## config.mk

```make
export PLATFORM = sky130hd
export DESIGN_NAME = core_ctrl
export DESIGN_NICKNAME = d
export VERILOG_FILES = /design/src/rtl/ctrl_pkg.sv /design/src/rtl/ctrl_decode.sv /design/src/rtl/core_ctrl.sv
export SDC_FILE = /design/constraint.sdc
export NUM_CORES = 1
export LEC_CHECK = 0
export ABC_CLOCK_PERIOD_IN_PS = 3100
export CAP_MARGIN = 20
export CORE_AREA = 2 2 45 47
export CTS_BUF_LIST = sky130_fd_sc_hd__clkbuf_2
export CTS_CLUSTER_SIZE = 30
export DETAILED_ROUTE_END_ITERATION = 16
export DIE_AREA = 0 0 47 49
export GPL_ROUTABILITY_DRIVEN = 0
export HOLD_SLACK_MARGIN = 0.15
export PLACE_DENSITY = 0.81
export SLEW_MARGIN = 20
export SYNTH_ARGS = -nofsm -noshare
export SYNTH_HDL_FRONTEND = slang
export SYNTH_HIERARCHICAL = 1
export SYNTH_SLANG_ARGS = --single-unit
export TNS_END_PERCENT = 20
```

## constraint.sdc

```tcl
create_clock -name clk -period 3.1 [get_ports clk]
set_input_delay 0.62 -clock clk [delete_from_list [all_inputs] [get_ports clk]]
set_output_delay 0.62 -clock clk [all_outputs]
set_load 0.02 [all_outputs]
```

## src/rtl/ctrl_pkg.sv

```systemverilog
// ctrl_pkg: opcode, subop, ALU control and FSM state encodings shared by the core control and datapath
package ctrl_pkg;
  localparam logic [2:0] OP_ADD = 3'b000, OP_ADDI = 3'b001, OP_SUB = 3'b010, OP_CMP = 3'b011;
  localparam logic [2:0] OP_LW = 3'b100, OP_SW = 3'b101, OP_BR = 3'b110, OP_SYS = 3'b111;
  localparam logic [2:0] SUB_JR = 3'b000, SUB_JMP = 3'b001, SUB_HALT = 3'b111;
  localparam logic [2:0] ALU_ADD = 3'b000, ALU_SUB = 3'b001, ALU_CMP = 3'b010;
  localparam logic [2:0] S_FETCH = 3'd0, S_DECODE = 3'd1, S_EXEC = 3'd2, S_MEM = 3'd3, S_HALT = 3'd4;
  function automatic logic is_mem(input logic [2:0] op);
    return op == OP_LW || op == OP_SW;
  endfunction
endpackage

```

## src/rtl/ctrl_decode.sv

```systemverilog
// ctrl_decode: combinational state/opcode to datapath control table
module ctrl_decode
  import ctrl_pkg::*;
(
  input  logic [2:0] state,
  input  logic [2:0] op,
  input  logic [2:0] sub,
  input  logic       BranchFlag,
  input  logic       mem_ready,
  output logic       pc_en,
  output logic       RegWrite,
  output logic       MemToReg,
  output logic       PcSrc,
  output logic       ALUSrc,
  output logic [1:0] Jump,
  output logic [2:0] ALUControl,
  output logic [2:0] AccControl,
  output logic       mem_req,
  output logic       mem_we,
  output logic       halted
);
  logic exec, mem, done;
  // every control is zero unless the current state and opcode call for it
  always_comb begin
    exec = state == S_EXEC;
    mem = state == S_MEM;
    done = mem && mem_ready;
    pc_en = exec || done;
    RegWrite = (exec && (op == OP_ADD || op == OP_ADDI || op == OP_SUB)) || (done && op == OP_LW);
    MemToReg = done && op == OP_LW;
    PcSrc = exec && op == OP_BR && BranchFlag;
    ALUSrc = exec && op == OP_ADDI;
    Jump = !(exec && op == OP_SYS) ? 2'b00 : sub == SUB_JMP ? 2'b01 : sub == SUB_JR ? 2'b11 : 2'b00;
    ALUControl = !exec ? ALU_ADD : op == OP_SUB ? ALU_SUB : op == OP_CMP ? ALU_CMP : ALU_ADD;
    AccControl = RegWrite ? sub : 3'b000;
    mem_req = mem;
    mem_we = mem && op == OP_SW;
    halted = state == S_HALT;
  end
endmodule

```

## src/rtl/core_ctrl.sv

```systemverilog
// core_ctrl: multi-cycle fetch/decode/exec/mem control FSM with halt and sticky overflow
module core_ctrl
  import ctrl_pkg::*;
(
  input  logic       clk,
  input  logic       rst,
  input  logic [8:0] inst,
  input  logic       inst_valid,
  input  logic       BranchFlag,
  input  logic       overflow,
  input  logic       mem_ready,
  output logic       pc_en,
  output logic       RegWrite,
  output logic       MemToReg,
  output logic       PcSrc,
  output logic       ALUSrc,
  output logic [1:0] Jump,
  output logic [2:0] ALUControl,
  output logic [2:0] AccControl,
  output logic       mem_req,
  output logic       mem_we,
  output logic       halted,
  output logic       ovf_sticky
);
  logic [2:0] state, next, op, sub, dec_state;
  logic sticky, unused_imm;
  assign unused_imm = ^inst[2:0];
  // FETCH decodes to all-zero controls, so presenting it during rst silences every output
  always_comb begin
    dec_state = rst ? S_FETCH : state;
    ovf_sticky = sticky && !rst;
    next = state == S_FETCH ? (inst_valid ? S_DECODE : S_FETCH)
         : state == S_DECODE ? (is_mem(op) ? S_MEM : op == OP_SYS && sub == SUB_HALT ? S_HALT : S_EXEC)
         : state == S_MEM ? (mem_ready ? S_FETCH : S_MEM)
         : state == S_HALT ? S_HALT : S_FETCH;
  end
  // state, latched instruction fields and the overflow flag
  always_ff @(posedge clk) begin
    if (rst) begin
      state <= S_FETCH;
      op <= '0;
      sub <= '0;
      sticky <= 1'b0;
    end else begin
      state <= next;
      if (state == S_FETCH && inst_valid) begin
        op <= inst[8:6];
        sub <= inst[5:3];
      end
      if (state == S_EXEC && RegWrite && overflow) sticky <= 1'b1;
    end
  end
  ctrl_decode u_dec (
    .state(dec_state),
    .op(op),
    .sub(sub),
    .BranchFlag(BranchFlag),
    .mem_ready(mem_ready),
    .pc_en(pc_en),
    .RegWrite(RegWrite),
    .MemToReg(MemToReg),
    .PcSrc(PcSrc),
    .ALUSrc(ALUSrc),
    .Jump(Jump),
    .ALUControl(ALUControl),
    .AccControl(AccControl),
    .mem_req(mem_req),
    .mem_we(mem_we),
    .halted(halted)
  );
endmodule

```

**Word level (Yosys, flattened, before mapping)**

Index checks and enable logic that the tools add are counted.
Widths: inputs -> output; s select.

- Equal/unequal tests: 16
- Multiplexer cells: 16
- Reduce and logical (&&, ||, !) cells: 22

Operators with widths:

| cell | count |
|---|---|
| $mux 3 | 10 |
| $eq 3x3->1 const B | 7 |
| $eq 3x2->1 const B | 6 |
| $logic_and 1x1->1 | 13 |
| $mux 2 | 5 |
| $eq 3x1->1 const B | 3 |
| $logic_not 3->1 | 3 |
| $logic_or 1x1->1 | 5 |
| $logic_not 1->1 | 1 |
| $mux 1 | 1 |

- Bits in registers: 10
- Bits of input ports: 15
- Output and inout bits: 17
- Word-level logic and storage cells: 58

**Depth between registers and ports, before layout**

Gate-level depths: netlist of run 1.

- Depth after elaboration: 7
- Depth in mapped cells: 7
- Depth with buffers taken out: 6

**Hierarchy**

The synthesis of run 1 kept the hierarchy.

Modules (own cells, without submodules):

| module | times used | cells each | area each (um2) | sequential area each (um2) |
|---|---|---|---|---|
| core_ctrl | 1 | 47 | 452.9 | 200.2 |
| ctrl_decode | 1 | 33 | 225.2 | 0.0 |

**Least setup slack after synthesis of run 1**

No wires, ideal clock.

- Kind: input to output
- From: input rst
- To: output Jump[1]
- Arrival time: 2.389 ns
- Required time: 2.480 ns
- Setup slack: 0.091 ns
- Stages on the path: 5
- Path buffers: 1
- Path through: buf_1 nor2b_1 nand4bb_1 nor4_1 nor2b_1

- Word-level cells in the longest chain between the ends: 4

RTL lines:

| what | RTL line | source |
|---|---|---|
| start, declared | core_ctrl.sv:6 | `input logic rst,` |
| $mux 3 | core_ctrl.sv:30 | `dec_state = rst ? S_FETCH : state;` |
| via dec_state[2] | core_ctrl.sv:25 | `logic [2:0] state, next, op, sub, dec_state;` |
| $eq 3x2->1 | ctrl_decode.sv:25 | `exec = state == S_EXEC;` |
| $logic_and 1x1->1 | ctrl_decode.sv:33 | `Jump = !(exec && op == OP_SYS) ? 2'b00 : sub == SUB_JMP ? 2'b01 : sub == SUB_JR ? 2'b11 : 2'b00;` |
| $mux 2 | ctrl_decode.sv:33 |  |
| end, declared | core_ctrl.sv:17 | `output logic [1:0] Jump,` |

The timed path passes the listed nets, and every way through them passes these cells.

**Worst setup path after layout of run 1**

- From: input rst
- To: output AccControl[0]

- Word-level cells in the longest chain between the ends: 6
- Elaborated cells between the ends (all ways): 8
- Classes of those cells: 2 x eq/ne; 2 x mux; 4 x reduce/logical

RTL lines:

| what | RTL line | source |
|---|---|---|
| $mux 3 (*) | core_ctrl.sv:30 |  |
| via dec_state[1] | core_ctrl.sv:25 |  |
| $eq 3x2->1 | ctrl_decode.sv:26 | `mem = state == S_MEM;` |
| $logic_and 1x1->1 | ctrl_decode.sv:27 | `done = mem && mem_ready;` |
| $logic_and 1x1->1 | ctrl_decode.sv:29 | `RegWrite = (exec && (op == OP_ADD \|\| op == OP_ADDI \|\| op == OP_SUB)) \|\| (done && op == OP_LW);` |
| $logic_or 1x1->1 (*) | ctrl_decode.sv:29 |  |
| $mux 3 (*) | ctrl_decode.sv:35 | `AccControl = RegWrite ? sub : 3'b000;` |
| end, declared | core_ctrl.sv:19 | `output logic [2:0] AccControl,` |

Mark *: on every way through the listed nets, which the timed path passes. The rest lies on a longest branch.

==> out/results.tsv, run 1 <==
stage	metric	value	unit
outcome	outcome	complete, no violations	
synthesis	Synth cell types	31	
critical_path	Setup crit end kind	output port	
synthesis	Compound-Gate Fraction of Synth Area	0.0996	
sta	period utilization	0.931	
die	row cnt	16	
synthesis	dominant synthesized flop cell	dfxtp_1	
critical_path	RR Endpoint	sticky	
worst_hold_path	Min-Delay Path Depth	2	
critical_path	worst path required time	2.48	ns
power_and_ir_drop	Design Power	0.282	mW
synthesis	Post-Synth Adder-Cell Area	0	
synthesis	ys async rst share	0	
power_and_ir_drop	pwr dens	270	nW/um^2
clocking	worst-case clock buffer depth	2	
clocking	clk sinks	10	
synthesis	post-synthesis mux area share	0.0886	
synthesis	Mapped Cells	80	
drt	drt total wl	1.67	mm
global_routing	Tot GR Track Use	0.158	
worst_hold_path	Tightest Hold Check Type	reg -> reg	
clocking	Hold-fix buffers, CTS	0	
place	DP HPWL	1.40	mm
cells_and_area	Antenna Diode Count	0	
sta	fin crit period	2.89	ns
synthesis	Seq/Total Area, Yosys	0.295	
flow_run	MaxCap Viol Count	0	
sta	final hold vios	0	
die	I/O pins	32	
cells_and_area	layout cells sized above 1	0.246	
die	Die Area	2300	sq um
place	Placed Instance Area	1040	sq um
global_routing	vias in the first global route	658	
clocking	post_cts resized	19	
critical_path	critical path arrival	2.27	ns
synthesis	Synth Area in XOR/XNOR	0	
synthesis	Simple-Gate Fraction of Synth Area	0.467	
die	Die Ht	49	microns
sta	setup TNS	0	ns
cells_and_area	fillers	179	
sta	Peak Freq	347	MHz
worst_hold_path	hold_sp	sticky	
power_and_ir_drop	P_leak	0.433	nW
die	die extent in x	47	microns
critical_path	CP Max Fanout	5	
drt	vias per cell	5.03	
drt	Initial DRT Pass Iterations	4	
power_and_ir_drop	Peak VDD IR	228	uV
clocking	CTS tree	yes	
clocking	clock transition at the registers of the reported paths	0.08	ns
drt	DR WL/cell	11.5	microns
clocking	Root Driver	clkbuf_2	
cells_and_area	Core Util, Final	0.568	
sta	final setup fails	0	
drt	via count	730	
cells_and_area	Area Growth Syn to Fin	54.2	%
global_routing	global-route wire length before repair	2.71	mm
synthesis	Synth area leader	dfxtp_1	
sta	worst clock skew	0.00807	ns
sta	Worst-Margin Slew	0.577	ns
drt	DRT iter0 DRCs	6	
critical_path	Reg2Reg Depth	7	
global_routing	pin count of the biggest net entering global routing	10	
synthesis	Mapped Avg Cell Area	8.48	sq um
clocking	CTS Buf Count	3	
cells_and_area	# nets final	135	
sta	unrepaired setup endpoints after global routing	false	
synthesis	synth top area cells	dfxtp_1 30%, mux2i_1 8.9%, nor2_1 6.1%	
synthesis	post-synthesis cell area	678	sq um
cells_and_area	post-route cell area	1050	sq um
global_routing	antenna violations before repair	0	
synthesis	number of flops mapped to enable cells by yosys	0	
cells_and_area	commonest cells after routing, fill and taps aside	17 x clkdlybuf4s50_1, 11 x nor2_1, 11 x buf_4	
critical_path	R2R Path Start	state[0]	
sta	Slew Viols, Final	0	
clocking	H-tree depth	1	
global_routing	GRT overflow	0	
die	Initial Util	0.368	
drt	remaining antenna violation count	0	
clocking	setup bufs post-CTS	0	
synthesis	largest family of logic cells by synthesized area	simple AND/OR/NAND/NOR gates	
drt	DRC errors left	0	
cells_and_area	commonest non-fill, non-tap cell in the layout	clkdlybuf4s50_1	
synthesis	syn nets	95	
place	PortBufs	27	
die	Core Region	1840	sq um
critical_path	r2r setup slk	1.29	ns
synthesis	number of register bits inferred by synthesis	10	
sta	max_slew headroom	0.614	
synthesis	Synth Warn #	6	
clocking	clk_lat worst skew	0.23	ns
worst_hold_path	end of the worst hold path	sticky	
critical_path	CP Class	in -> out	
synthesis	Synth top area share	0.295	
critical_path	type of origin of the critical path	input port	
-- cell usage after synthesis, drive strengths merged, types with 2 or more instances --
cell type / number
mux2i: 6
dfxtp: 10
buf: 3
nor2: 11
nor3: 7
nor3b: 3
nand3b: 2
a21oi: 3
nor4: 2
or2b: 2
nor2b: 5
nand2: 9
nand2b: 2
inv: 2
-- worst max-delay path: stages --
cell and delay [ns]:
dlygate4sd2_1 0.28, nor2b_1 0.15, or4b_4 0.49, o21a_4 0.24
nor3_2 0.15, dlygate4sd2_1 0.34
-- kinds of logic after synthesis --
group / count (synthesis)
other: 1
and+or+nand+nor: 50
AOI/OAI and AO/OA: 8
muxes: 6
buffers and inverters: 5
DFF: 10
-- through the flow --
stage,instances,hold WS [ns],setup slack (ns)
after floorplan,80,0.429,0.0915
after global placement,142,0.453,-0.351
after detailed placement,142,0.477,-0.401
after CTS,145,0.494,0.198
after global routing,145,0.539,0.129
final,145,0.486,0.214
-- per-layer routing --
layer / up-vias / global-route usage / routed length (microns)
li1: 360 / - / -
met1: 339 / 0.198 / 686
met4: 0 / 0.0556 / 16
met3: 2 / 0.0222 / 96
met5: - / 0 / 0
met2: 29 / 0.265 / 874
-- area by class of cell --
cell class / count / area [sq um] / area share
Timing Repair Buffer: 38 / 335 / 0.321
Inverter: 2 / 7.51 / 0.00718
Tap cell: 27 / 33.8 / 0.0323
Multi-Input combinational cell: 65 / 454 / 0.434
Sequential cell: 10 / 200 / 0.191
Clock buffer: 3 / 15.0 / 0.0144
-- registers in the layout, summed over array words and instances, names as in the netlist --
register	cells
state	3
sub	3
op	3
sticky	1
-- report_power, final --
part	switching (mW)	internal, mW
combinational	0.0315	0.0397
clock	0.0363	0.0264
sequential	0.0125	0.136
total	0.0802	0.202
-- how the worst max path moves through the flow --
stage	start	to	slack, ns
after floorplan	rst	Jump[1]	0.09
after global placement	rst	RegWrite	-0.35
after detailed placement	rst	RegWrite	-0.40
after CTS	rst	AccControl[0]	0.20
after global routing	rst	MemToReg	0.13
final	rst	AccControl[0]	0.21
Note: power is estimated with default switching activity, not from simulation.
==> run 2: changes to the inputs <==
--- a/config.mk
+++ b/config.mk
@@ -15,7 +15,6 @@
 export GPL_ROUTABILITY_DRIVEN = 0
 export HOLD_SLACK_MARGIN = 0.15
 export PLACE_DENSITY = 0.81
-export SLEW_MARGIN = 20
 export SYNTH_ARGS = -nofsm -noshare
 export SYNTH_HDL_FRONTEND = slang
 export SYNTH_HIERARCHICAL = 1
==> results of run 2 <==
Final layout, timing and power as in run 1 (identical DEF).
==> run 3: changes to the inputs <==
--- a/config.mk
+++ b/config.mk
@@ -7,14 +7,16 @@
 export LEC_CHECK = 0
 export ABC_CLOCK_PERIOD_IN_PS = 3100
 export CAP_MARGIN = 20
-export CORE_AREA = 2 2 45 47
+export CELL_PAD_IN_SITES_DETAIL_PLACEMENT = 1
+export CELL_PAD_IN_SITES_GLOBAL_PLACEMENT = 2
+export CORE_AREA = 2 2 59 61
 export CTS_BUF_LIST = sky130_fd_sc_hd__clkbuf_2
-export CTS_CLUSTER_SIZE = 30
+export CTS_CLUSTER_SIZE = 40
 export DETAILED_ROUTE_END_ITERATION = 16
-export DIE_AREA = 0 0 47 49
+export DIE_AREA = 0 0 61 63
 export GPL_ROUTABILITY_DRIVEN = 0
 export HOLD_SLACK_MARGIN = 0.15
-export PLACE_DENSITY = 0.81
+export PLACE_DENSITY = 0.84
 export SYNTH_ARGS = -nofsm -noshare
 export SYNTH_HDL_FRONTEND = slang
 export SYNTH_HIERARCHICAL = 1
==> run 3 against run 2 <==
Against the previous run:
- clock skew is 0.0076 ns lower
- cell count is 13% higher
- sequential power about the same
- design area is 3.8% higher
- clock power increased by 10%
- clock-buffer cell count unchanged
- critical path type unchanged
- critical endpoint is now RegWrite
- largest power group unchanged
- highest routed layer is now met3
==> out/results.tsv, run 3 (synthesis gave the netlist of run 1 again) <==
stage	metric	value	unit
outcome	outcome	complete, no violations	
die	Core Region	3230	sq um
drt	drt total wl	1.98	mm
sta	unrepaired setup endpoints after global routing	false	
cells_and_area	biggest regs	op: 3 flops, state: 3 flops, sub: 3 flops	
clocking	Hold-fix buffers, CTS	0	
critical_path	CP Class	in -> out	
place	DP HPWL	1.57	mm
global_routing	GRT overflow	0	
die	Die Area	3840	sq um
die	Initial Util	0.210	
power_and_ir_drop	Peak VDD IR	136	uV
clocking	H-tree depth	1	
sta	period utilization	0.960	
cells_and_area	post-route cell area	1090	sq um
critical_path	Setup crit end kind	output port	
critical_path	top cell family by delay on the critical path	simple AND/OR/NAND/NOR gates	
clocking	worst-case clock buffer depth	2	
drt	DRT iter0 DRCs	20	
power_and_ir_drop	P_leak	0.463	nW
sta	setup TNS	0	ns
die	die extent in x	61	microns
power_and_ir_drop	pwr dens	267	nW/um^2
sta	Peak Freq	336	MHz
global_routing	antenna violations before repair	0	
place	dpl cells	161	
cells_and_area	commonest non-fill, non-tap cell in the layout	clkdlybuf4s50_1	
global_routing	met2 Use GR	0.173	
critical_path	Crit-path slowest cell	or4b_4	
power_and_ir_drop	Design Power	0.290	mW
die	row cnt	21	
clocking	setup bufs post-CTS	0	
clocking	clk sinks	10	
drt	DR WL/cell	12.1	microns
clocking	clk_lat worst skew	0.25	ns
critical_path	CP most frequent cell	dlygate4sd2_1	
critical_path	critical path arrival	2.36	ns
critical_path	crit-path max cell delay	0.56	ns
global_routing	vias in the first global route	713	
global_routing	pin count of the biggest net entering global routing	11	
place	PortBufs	27	
drt	DRC errors left	0	
global_routing	global-route wire length before repair	3.28	mm
critical_path	R2R Path Start	state[2]	
sta	Slew Viols, Final	0	
flow_run	MaxCap Viol Count	0	
worst_hold_path	Tightest Hold Check Type	reg -> reg	
cells_and_area	commonest cells after routing, fill and taps aside	17 x clkdlybuf4s50_1, 12 x buf_4, 11 x nor2_1	
critical_path	crit-path cells	dlygate4sd2_1 > nor2b_1 > or4b_4 > o21a_4 > nor3_2 > dlygate4sd2_1	
die	I/O pins	32	
clocking	Root Driver	clkbuf_2	
cells_and_area	layout cells sized above 1	0.246	
die	Die Ht	63	microns
sta	Worst-Margin Slew	0.549	ns
critical_path	CP bufs+invs	2	
sta	worst clock skew	0.000514	ns
global_routing	Tot GR Track Use	0.109	
sta	final hold vios	0	
critical_path	worst path required time	2.48	ns
cells_and_area	Area Growth Syn to Fin	60.1	%
drt	remaining antenna violation count	0	
worst_hold_path	hold_sp	sticky	
critical_path	critical path startpoint	rst	
drt	vias per cell	4.34	
critical_path	CP Max Fanout	4	
clocking	CTS tree	yes	
global_routing	grt peak-use layer	met2	
place	Placed Instance Area	1070	sq um
drt	via count	712	
cells_and_area	Antenna Diode Count	0	
critical_path	type of origin of the critical path	input port	
sta	max_slew headroom	0.632	
global_routing	met3 Track Usage GR	0.0435	
cells_and_area	fillers	397	
global_routing	M1 GR Usage	0.141	
clocking	clock transition at the registers of the reported paths	0.09	ns
cells_and_area	# nets final	135	
sta	fin crit period	2.98	ns
cells_and_area	Core Util, Final	0.336	
drt	Initial DRT Pass Iterations	2	
cells_and_area	Finished Layout Cells	164	
sta	final setup fails	0	
clocking	CTS Buf Count	3	
[run 3: report_power, final]
group / switching, mW / internal, mW
clock: 0.0428 / 0.0264
sequential: 0.0138 / 0.136
combinational: 0.0315 / 0.0394
[run 3: worst min-delay path, cell delays in order (launching register included)]
cell and delay [ns]:
dfxtp_1 0.33, a31oi_1 0.04, nor2_1 0.07
[run 3: metal layers]
layer | part of all wire | up-vias
li1 | - | 355
met1 | 0.46 | 339
met2 | 0.48 | 18
met3 | 0.052 | 0
met4 | 0 | 0
met5 | 0 | -
[run 3: worst paths after layout]
| path | depth (start not counted) | slack [ns] | endpoint |
|---|---|---|---|
| max | 6 | 0.12 | RegWrite |
| min | 2 | 0.47 | sticky |
| max reg2reg | 7 | 1.21 | sticky |
| min reg2reg | 2 | 0.47 | sticky |
[run 3: timing repair]
item,4_1_cts,5_1_grt
endpoints found under the setup margin,12,3
pin swaps,0,1
resized for setup,11,3
[run 3: through the flow]
step / hold WS, ns / setup WS [ns]
floorplan: 0.429 / 0.0915
global placement: 0.445 / -0.372
detailed placement: 0.462 / -0.425
CTS: 0.484 / 0.0181
global route: 0.532 / 0.0581
finish: 0.474 / 0.123
[run 3: cell type report]
class                      instances  area [sq um]  area share
tap                               46          57.6      0.0530
multi-input combinational         65           457       0.421
sequential                        10           200       0.184
clock buffer                       3          15.0      0.0138
timing repair buffer              38           349       0.321
inverter                           2          7.51     0.00691
